## src/rtl/nco_tune_wb.sv

```systemverilog
// nco_tune_wb: Wishbone-programmable tuning stage for the NCO phase accumulator.
// Produces the per-cycle phase increment, either a fixed tuning word or a
// linear sweep from FREQ toward LIMIT (optionally looping) for chirp output.
module nco_tune_wb #(
   parameter int          BITS     = 16,
   parameter logic [31:0] BASE_ADR = 32'h3000_0000
) (
   input  logic            clk,
   input  logic            rst_n,
   input  logic            wbs_stb_i,
   input  logic            wbs_cyc_i,
   input  logic            wbs_we_i,
   input  logic [3:0]      wbs_sel_i,
   input  logic [31:0]     wbs_dat_i,
   input  logic [31:0]     wbs_adr_i,
   output logic            wbs_ack_o,
   output logic [31:0]     wbs_dat_o,
   output logic [BITS-1:0] incr,
   output logic            run,
   output logic            sweep_done
);

   localparam logic [7:0] OFF_CTRL   = 8'h00;
   localparam logic [7:0] OFF_FREQ   = 8'h04;
   localparam logic [7:0] OFF_STEP   = 8'h08;
   localparam logic [7:0] OFF_LIMIT  = 8'h0C;
   localparam logic [7:0] OFF_DWELL  = 8'h10;
   localparam logic [7:0] OFF_STATUS = 8'h14;

   typedef enum logic [1:0] {
      ST_IDLE,
      ST_RUN,
      ST_SWEEP,
      ST_HOLD
   } state_t;

   // Bus decode
   logic            window_hit;
   logic            valid;
   logic            access;
   logic            wr_en;
   logic [7:0]      offset;
   logic [31:0]     wmask;
   logic [31:0]     rdata;
   logic            ack_reg;
   logic [31:0]     dat_reg;

   // Software-visible registers
   logic [2:0]      ctrl_reg;
   logic [BITS-1:0] freq_reg;
   logic [BITS-1:0] step_reg;
   logic [BITS-1:0] limit_reg;
   logic [15:0]     dwell_reg;
   logic            done_reg;

   // Tuning engine state
   state_t          state_reg;
   logic [BITS-1:0] cur_reg;
   logic [15:0]     dwell_cnt_reg;
   logic            loop_reg;
   logic [BITS-1:0] incr_reg;
   logic            sweep_done_reg;

   // Sweep arithmetic
   logic [BITS:0]   step_sum;
   logic [BITS-1:0] cur_step_next;
   logic            at_limit;
   logic            sweep_end;
   logic            done_set;
   logic            done_clr;
   logic            unused_ok;

   assign window_hit = (wbs_adr_i[31:8] == BASE_ADR[31:8]);
   assign valid      = wbs_cyc_i & wbs_stb_i & window_hit;
   // access is the cycle that raises ack; writes and read capture happen here
   assign access     = valid & ~ack_reg;
   assign wr_en      = access & wbs_we_i;
   assign offset     = wbs_adr_i[7:0];

   // Expand byte-lane selects into a bit mask
   genvar gi;
   generate
      for (gi = 0; gi < 4; gi++) begin : g_lane
         assign wmask[gi*8 +: 8] = {8{wbs_sel_i[gi]}};
      end
   endgenerate

   // Upper data/mask bits beyond the register widths are intentionally ignored
   assign unused_ok = ^{wbs_dat_i, wmask};

   // Read-data mux; bits above each field read as zero
   always_comb begin
      rdata = '0;
      case (offset)
         OFF_CTRL:   rdata = 32'(ctrl_reg);
         OFF_FREQ:   rdata = 32'(freq_reg);
         OFF_STEP:   rdata = 32'(step_reg);
         OFF_LIMIT:  rdata = 32'(limit_reg);
         OFF_DWELL:  rdata = 32'(dwell_reg);
         OFF_STATUS: rdata = 32'({done_reg, state_reg == ST_SWEEP});
         default:    rdata = '0;
      endcase
   end

   // Next sweep word, computed one bit wider so a carry saturates at LIMIT
   always_comb begin
      step_sum      = {1'b0, cur_reg} + {1'b0, step_reg};
      cur_step_next = (step_sum > {1'b0, limit_reg}) ? limit_reg : step_sum[BITS-1:0];
   end

   assign at_limit  = (cur_reg >= limit_reg);
   assign sweep_end = (state_reg == ST_SWEEP) && ctrl_reg[0] &&
                      (dwell_cnt_reg == 16'd0) && at_limit;
   assign done_set  = sweep_end & ~loop_reg;
   assign done_clr  = wr_en && (offset == OFF_STATUS) && wbs_sel_i[0] && wbs_dat_i[1];

   // Wishbone handshake, read data capture and byte-lane register writes
   always_ff @(posedge clk or negedge rst_n) begin
      if (!rst_n) begin
         ack_reg   <= 1'b0;
         dat_reg   <= '0;
         ctrl_reg  <= '0;
         freq_reg  <= '0;
         step_reg  <= '0;
         limit_reg <= '0;
         dwell_reg <= '0;
      end else begin
         ack_reg <= access;
         if (access) begin
            dat_reg <= rdata;
         end
         if (wr_en) begin
            case (offset)
               OFF_CTRL:  ctrl_reg  <= (ctrl_reg & ~wmask[2:0]) |
                                       (wbs_dat_i[2:0] & wmask[2:0]);
               OFF_FREQ:  freq_reg  <= (freq_reg & ~wmask[BITS-1:0]) |
                                       (wbs_dat_i[BITS-1:0] & wmask[BITS-1:0]);
               OFF_STEP:  step_reg  <= (step_reg & ~wmask[BITS-1:0]) |
                                       (wbs_dat_i[BITS-1:0] & wmask[BITS-1:0]);
               OFF_LIMIT: limit_reg <= (limit_reg & ~wmask[BITS-1:0]) |
                                       (wbs_dat_i[BITS-1:0] & wmask[BITS-1:0]);
               OFF_DWELL: dwell_reg <= (dwell_reg & ~wmask[15:0]) |
                                       (wbs_dat_i[15:0] & wmask[15:0]);
               default:   ;
            endcase
         end
      end
   end

   // Sticky done flag; a set in the same cycle as a clear wins
   always_ff @(posedge clk or negedge rst_n) begin
      if (!rst_n) begin
         done_reg <= 1'b0;
      end else if (done_set) begin
         done_reg <= 1'b1;
      end else if (done_clr) begin
         done_reg <= 1'b0;
      end
   end

   // Tuning FSM with registered incr and sweep_done outputs
   always_ff @(posedge clk or negedge rst_n) begin
      if (!rst_n) begin
         state_reg      <= ST_IDLE;
         cur_reg        <= '0;
         dwell_cnt_reg  <= '0;
         loop_reg       <= 1'b0;
         incr_reg       <= '0;
         sweep_done_reg <= 1'b0;
      end else begin
         sweep_done_reg <= 1'b0;
         if (state_reg != ST_IDLE && !ctrl_reg[0]) begin
            // Disable overrides everything and silences incr immediately
            state_reg <= ST_IDLE;
            incr_reg  <= '0;
         end else begin
            case (state_reg)
               ST_IDLE: begin
                  incr_reg <= '0;
                  if (ctrl_reg[0]) begin
                     // Mode bits are sampled only on entry from IDLE
                     loop_reg <= ctrl_reg[2];
                     if (ctrl_reg[1]) begin
                        state_reg     <= ST_SWEEP;
                        cur_reg       <= freq_reg;
                        dwell_cnt_reg <= dwell_reg;
                     end else begin
                        state_reg <= ST_RUN;
                     end
                  end
               end
               ST_RUN: begin
                  incr_reg <= freq_reg;
               end
               ST_SWEEP: begin
                  incr_reg <= cur_reg;
                  if (dwell_cnt_reg != 16'd0) begin
                     dwell_cnt_reg <= dwell_cnt_reg - 16'd1;
                  end else if (at_limit) begin
                     if (loop_reg) begin
                        cur_reg       <= freq_reg;
                        dwell_cnt_reg <= dwell_reg;
                     end else begin
                        state_reg      <= ST_HOLD;
                        sweep_done_reg <= 1'b1;
                     end
                  end else begin
                     cur_reg       <= cur_step_next;
                     dwell_cnt_reg <= dwell_reg;
                  end
               end
               ST_HOLD: begin
                  incr_reg <= limit_reg;
               end
               default: begin
                  state_reg <= ST_IDLE;
                  incr_reg  <= '0;
               end
            endcase
         end
      end
   end

   assign wbs_ack_o  = ack_reg;
   assign wbs_dat_o  = dat_reg;
   assign incr       = incr_reg;
   assign run        = (state_reg != ST_IDLE);
   assign sweep_done = sweep_done_reg;

endmodule

```

## config.mk

```make
export PLATFORM = sky130hd
export DESIGN_NAME = nco_tune_wb
export DESIGN_NICKNAME = d
export VERILOG_FILES = /design/src/rtl/nco_tune_wb.sv
export SDC_FILE = /design/constraint.sdc
export NUM_CORES = 1
export LEC_CHECK = 0
export CAP_MARGIN = 20
export CORE_MARGIN = 2
export CORE_UTILIZATION = 35
export CTS_CLUSTER_DIAMETER = 120
export DETAILED_ROUTE_END_ITERATION = 10
export DONT_BUFFER_PORTS = 1
export PLACE_DENSITY = 0.52
export SLEW_MARGIN = 10
export SYNTH_ARGS = -nofsm -noshare
export SYNTH_HDL_FRONTEND = slang
export SYNTH_SLANG_ARGS = --single-unit
```

## constraint.sdc

```tcl
create_clock -name clk -period 3.7 [get_ports clk]
set_input_delay 0.74 -clock clk [delete_from_list [all_inputs] [get_ports clk]]
set_output_delay 0.74 -clock clk [all_outputs]
set_load 0.1 [all_outputs]
```

==> results.yml, run 1 <==
timing:
  hold_violations: 0
  setup_ws_ns: -0.4451
  worst-slew-pin-transition_ns: 0.9302
  finalSetupViolations: 16
  timing.final.crit_share_pct: 112.0
  finClkSkew_ns: 0.01230
  finalMaxSlewViolations: 0
  fmax_mhz: 241.2
  grt_setup_unrepaired: "yes"
  fin_crit_ns: 4.145
  max-slew-margin-rel_pct: 37.98
synthesis:
  synth-seq-area-share_pct: 42.36
  synth_area_leaders: "sky130_fd_sc_hd__dfrtp_1 (42%), sky130_fd_sc_hd__mux2_2 (12%), sky130_fd_sc_hd__ha_1 (7.7%)"
  synth.ff_latch_count: 137
  synth_top_cell_by_area: "sky130_fd_sc_hd__dfrtp_1"
  synth_async_sr_flop_share_pct: 100.0
  synth_flop_cell: "sky130_fd_sc_hd__dfrtp_1"
  netlist_instances: 779
  synth_edf_count: 0
  combined_area_of_all_synthesized_cells_um2: 8093
  yosysUniqueCellTypes: 59
  synth_largest_type_area_fraction_pct: 42.36
  yosys_warnings: 0
  syn_area_per_cell_um2: 10.39
drt:
  remaining_antenna_violation_count: 0
  route.final.wire_length_mm: 23.04
  drt_drc_violations_left: 0
  firstDrtPassIters: 6
  wl_per_cell_um: 20.37
  detailroute.via_count: 6197
  first_iter_violations: 476
  via_per_inst: 5.479
layout:
  leading_cell_type_in_the_layout_fill_and_taps_excluded: "sky130_fd_sc_hd__dfrtp_1"
  layout.cells.most_common_list: "sky130_fd_sc_hd__dfrtp_1 (137), sky130_fd_sc_hd__mux2_2 (84), sky130_fd_sc_hd__buf_4 (60), sky130_fd_sc_hd__nand2_1 (56), sky130_fd_sc_hd__ha_1 (48)"
  filler_cell_count: 2138
  finalCoreUtilization_pct: 42.03
  syn_to_final_growth_pct: 17.58
  layout-drive-gt1-share_pct: 24.85
  num-nets-final: 956
  layout.cell_area.non_filler_um2: 9515
  post_layout_nonfiller_instances: 1131
  multi_input_comb_area_um2: 4494
  sequential_cell_area_um2: 3428
die:
  dieHeight_um: 156.1
  ios: 124
  die-area_um2: 24350
  initial_utilization_pct: 35.74
  core_area_um2: 22640
  die_w_um: 156.1
  core.rowCount: 55
placement:
  place_area_um2: 8698
  place_worst_setup_slack_ns: -0.4243
  post-dp-hpwl_mm: 16.37
  weighted_congestion_reported_at_the_end_of_routability_driven_placement: 0.8213
  io_buffers: 0
  place.detailed.instances: 1084
global_route:
  grt_antenna_before_repair: 0
  global_routing_met2_resource_utilization_pct: 30.97
  grt.met3_usage_pct: 3.500
  grt_pass1_vias: 6166
  overflow: 0
  grt_max_degree: 123
  gr-usage-all-layers_pct: 19.32
  grt_first_pass_wirelength_mm: 35.90
  grt.met1_usage_pct: 26.81
  global_route.peak_usage_layer: "met2"
clocking:
  tritoncts_num_sinks: 137
  clock_tree.buffer_depth: 2
  cts_tree: "built"
  insertion_delay_ns: 0.42
  htreeDepth: 4
  numCtsBuffers: 17
  clockRootBuffer: "sky130_fd_sc_hd__clkbuf_16"
  clk_pin_slew_worst_paths_ns: 0.06
worst_setup_path:
  timing_worst_setup_path_type: "reg2reg"
  critPathRequiredTime_ns: 3.98
  worst-endpoint-arrival_ns: 4.42
  cell_by_cell_trace_of_the_critical_path: "ha_2 -> fa_2 -> a211oi_2 -> nor2_2 -> o41a_1 -> a311oi_2 -> buf_4 -> o21ai_4 -> xor2_1 -> ha_1 -> buf_4 -> buf_4 -> a22oi_2 -> a31oi_2 -> a221oi_4 -> buf_6 -> buf_12 -> mux2i_1 -> o21ai_1"
  critPathMaxStageDelay_ns: 0.39
  startpoint_type: "register"
  critPathMaxFanout: 7
  critical_path.most_common_cell: "sky130_fd_sc_hd__buf_4"
  worstSetupEndpointType: "register"
  worst_path_max_delay_cell: "sky130_fd_sc_hd__dfrtp_1"
run_status:
  status: "complete, but fails checks"
  failed_checks: "negative setup slack"
power:
  power.density_nw_per_um2: 348.4
  ir_drop_v: 0.0002523
  power.total_mw: 3.315
  cellLeakagePower_nw: 4.722
run:
  cap_violations: 0
worst_hold_path:
  hold_class: "in2async"
==> area by class of cell <==
class / count / area share (%)
clock inverter: 13 / 1.499
antenna: 1 / 0.02630
inverter: 25 / 0.9862
clock buffer: 19 / 4.760
timing repair buffer: 67 / 5.720
tap: 285 / 3.748
sequential: 137 / 36.03
multi-input combinational: 584 / 47.23
==> stage by stage <==
step | hold WS (ns) | TNS [ns]
after global routing | 0.00005762 | -9.594
final | 0.01773 | -6.342
after detailed placement | 0.4477 | -6.328
after global placement | 0.4477 | -5.999
after floorplan | 0.4444 | -2.313
after CTS | 0.0001158 | -6.081
==> final timing paths <==
kind / slack, ns / end / from / cells past startpoint
hold / removal: 0.02 / wbs_dat_o[15] / rst_n / 0
setup reg to reg: -0.45 / cur_reg[4] / register / 19
setup / recovery: -0.45 / cur_reg[4] / register / 19
hold reg to reg: 0.49 / done_reg / done_reg / 1
min in group clk: 0.46 / register / wbs_dat_i[2] / 1
max in group asynchronous: 2.25 / done_reg / rst_n / 1
==> layer usage <==
layer / routed length (um) / vias up
met1: 10790 / 3026
met2: 10670 / 192
met4: 375 / 0
met5: 0 / -
met3: 1206 / 28
li1: - / 2951
==> critical path, delay by kind of cell (launching register included) <==
family	cells	cell delay, ns
AO/OA/AOI/OAI	8	1.55
XOR/XNOR	1	0.17
adder cells (fa/ha/maj)	3	0.87
buffers and inverters	5	0.74
flip-flops	1	0.39
multiplexers	1	0.20
AND/OR/NAND/NOR	1	0.08
==> synthesized netlist by cell type, drive strengths merged, types with 14 or more instances <==
master and n:
dfrtp 137, mux2 84, nand2 57, ha 50
o21ai 50, nor2 49, a21oi 34, mux2i 32
nor2b 32, clkbuf 28, inv 25, a22oi 24
buf 20, a222oi 16, a22o 14, nor3 14
==> where the power goes <==
group | leakage (nW) | switching, mW | internal (mW)
combinational | 2.52 | 0.0860 | 0.00871
clock | 0.290 | 0.689 | 1.03
sequential | 1.92 | 0.00000000127 | 1.50
total | 4.72 | 0.775 | 2.54
==> repair_timing <==
item,CTS,global route
gates cloned,1,0
buffers inserted,7,4
pin swaps,1,5
hold buffers,1,2
setup endpoints to repair,16,16
resized for setup,5,15
endpoints found under the hold margin,16,5
==> logic make-up after synthesis <==
logic type	Yosys count	synth area share (%)
AND/OR/NAND/NOR	204	12.51
AO/OA/AOI/OAI	184	15.77
flip-flops	137	42.36
multiplexers	116	15.65
buffers and inverters	73	4.283
adder cells (fa/ha/maj)	51	7.978
XOR/XNOR	13	1.407
other	1	0.04634
Power figures use the tool's default switching activity.
==> run 2, diff against run 1 <==
==> constraint.sdc (replaced) <==
create_clock -name clk -period 3.7 [get_ports clk]
set_input_delay 0.555 -clock clk [delete_from_list [all_inputs] [get_ports clk]]
set_output_delay 0.555 -clock clk [all_outputs]
set_load 0.1 [all_outputs]
==> results.yml, run 2 (synthesis gave the netlist of run 1 again) <==
layout:
  layout.cell_area.non_filler_um2: 9373
  multi_input_comb_area_um2: 4444
  antenna-diode-count: 0
  num-nets-final: 949
  leading_cell_type_in_the_layout_fill_and_taps_excluded: "sky130_fd_sc_hd__dfrtp_1"
  syn_to_final_growth_pct: 15.82
  layout.cells.most_common_list: "sky130_fd_sc_hd__dfrtp_1 (137), sky130_fd_sc_hd__mux2_2 (84), sky130_fd_sc_hd__buf_4 (58), sky130_fd_sc_hd__nand2_1 (57), sky130_fd_sc_hd__ha_1 (49)"
  filler_cell_count: 2161
  finalCoreUtilization_pct: 41.40
  sequential_cell_area_um2: 3428
  layout-drive-gt1-share_pct: 23.66
worst_setup_path:
  startpoint_type: "register"
  critPathMaxFanout: 7
  crit_family: "compound AO/OA/AOI/OAI gates"
  worst_path_max_delay_cell: "sky130_fd_sc_hd__o41a_1"
  cp.depth: 18
  worstSetupEndpointType: "register"
  timing_worst_setup_path_type: "reg2reg"
  reg2reg_depth: 18
  critPathMaxStageDelay_ns: 0.40
  critPathRequiredTime_ns: 3.97
  worst-endpoint-arrival_ns: 4.48
  buffer_and_inverter_count_on_the_worst_path: 1
  cell_by_cell_trace_of_the_critical_path: "ha_2 -> fa_2 -> a211oi_2 -> nor2_2 -> o41a_1 -> a311oi_2 -> o21ai_2 -> xor2_1 -> ha_1 -> nand4_1 -> nor2_4 -> nand3_2 -> o31ai_2 -> a31oi_2 -> a221oi_4 -> clkbuf_16 -> mux2i_1 -> o21ai_1"
timing:
  worst-slew-pin-transition_ns: 0.9195
  finClkSkew_ns: 0.02020
  hold_violations: 137
  fin_crit_ns: 4.206
  fin_worst_hold_slack_ns: -0.1843
  setup_ws_ns: -0.5055
  grt_setup_unrepaired: "yes"
  timing.final.crit_share_pct: 113.7
  max-slew-margin-rel_pct: 38.70
  fmax_mhz: 237.8
  finalSetupViolations: 16
  finalMaxSlewViolations: 0
die:
  die-area_um2: 24350
  core_area_um2: 22640
  initial_utilization_pct: 35.74
  dieHeight_um: 156.1
  core.rowCount: 55
  die_w_um: 156.1
  ios: 124
global_route:
  overflow: 0
  gr-usage-all-layers_pct: 19.24
  grt_pass1_vias: 6204
  global_routing_met2_resource_utilization_pct: 30.80
  grt_first_pass_wirelength_mm: 35.87
  grt.met1_usage_pct: 26.54
  grt_max_degree: 138
  grt.met3_usage_pct: 4.056
  grt_antenna_before_repair: 1
  global_route.peak_usage_layer: "met2"
clocking:
  clock_tree.buffer_depth: 2
  numCtsBuffers: 17
  clk_pin_slew_worst_paths_ns: 0.07
  htreeDepth: 4
  cts_tree: "built"
  clockRootBuffer: "sky130_fd_sc_hd__clkbuf_16"
  insertion_delay_ns: 0.43
  tritoncts_num_sinks: 137
drt:
  drt_drc_violations_left: 0
  first_iter_violations: 450
  firstDrtPassIters: 7
  route.final.wire_length_mm: 22.72
  via_per_inst: 5.547
  wl_per_cell_um: 20.25
  detailroute.via_count: 6224
  remaining_antenna_violation_count: 0
placement:
  place_worst_setup_slack_ns: -0.3951
  place_area_um2: 8698
  weighted_congestion_reported_at_the_end_of_routability_driven_placement: 0.8228
  io_buffers: 0
  post-dp-hpwl_mm: 16.37
run_status:
  status: "complete, but fails checks"
  failed_checks: "negative hold slack, negative setup slack"
power:
  power.total_mw: 3.242
  ir_drop_v: 0.0002017
  power.density_nw_per_um2: 345.9
  cellLeakagePower_nw: 4.663
worst_hold_path:
  hold_class: "in2async"
run:
  cap_violations: 0
-- run 2: path summary, 6_finish.rpt --
path                                    start                          to  slack [ns]
max in group asynchronous               rst_n  asynchronous set/reset pin        3.59
worst max register to register       register                  cur_reg[2]       -0.51
worst min register to register       done_reg                    done_reg        0.49
worst max-delay path                 register                  cur_reg[2]       -0.51
worst min-delay path                    rst_n                   wbs_ack_o       -0.18
min in group clk                wbs_dat_i[12]                    register        0.27
-- run 2: routing by layer --
metal	routed length, um	part of all wire, %
met5	0	0
met2	10790	47
met4	306	1.3
met1	10530	46
met3	1095	4.8
-- run 2: what timing repair did --
| item | in CTS | in global routing |
|---|---|---|
| cloned | 0 | 1 |
| gates resized for setup | 1 | 7 |
| pin swaps | 1 | 0 |
| hold endpoints to repair | 137 | 137 |
| endpoints found under the setup margin | 16 | 16 |
| buffers inserted | 2 | 4 |
-- run 2: layout make-up --
type / count / share of cell area (%)
clock buffers: 19 / 4.726
repair buffers: 60 / 5.126
clock inverters: 12 / 1.348
well taps: 285 / 3.805
flip-flops and latches: 137 / 36.58
inverters: 25 / 1.001
multi-input cells: 584 / 47.42
-- run 2: worst reg2reg max path, stage by stage (launching register included) --
cell and delay, ns:
sky130_fd_sc_hd__dfrtp_1 0.38, sky130_fd_sc_hd__ha_2 0.20, sky130_fd_sc_hd__fa_2 0.37, sky130_fd_sc_hd__a211oi_2 0.21, sky130_fd_sc_hd__nor2_2 0.08, sky130_fd_sc_hd__o41a_1 0.40, sky130_fd_sc_hd__a311oi_2 0.39, sky130_fd_sc_hd__o21ai_2 0.12
sky130_fd_sc_hd__xor2_1 0.17, sky130_fd_sc_hd__ha_1 0.33, sky130_fd_sc_hd__nand4_1 0.14, sky130_fd_sc_hd__nor2_4 0.16, sky130_fd_sc_hd__nand3_2 0.08, sky130_fd_sc_hd__o31ai_2 0.08, sky130_fd_sc_hd__a31oi_2 0.08, sky130_fd_sc_hd__a221oi_4 0.35
sky130_fd_sc_hd__clkbuf_16 0.25, sky130_fd_sc_hd__mux2i_1 0.19, sky130_fd_sc_hd__o21ai_1 0.07
-- run 2: report_power, final --
part           switching (mW)  total (mW)  internal [mW]
Sequential      0.00000000123        1.50           1.50
Clock                   0.663        1.67           1.00
Combinational          0.0733      0.0783        0.00500
-- run 2: per-stage QoR --
| stage | std cells | setup TNS (ns) |
|---|---|---|
| 2_1_floorplan | 794 | -2.313 |
| 3_3_place_gp | 1084 | -5.243 |
| 3_5_place_dp | 1084 | -5.962 |
| 4_1_cts | 1117 | -5.800 |
| 5_1_grt | 1122 | -11.13 |
| 6_report | 1122 | -7.536 |
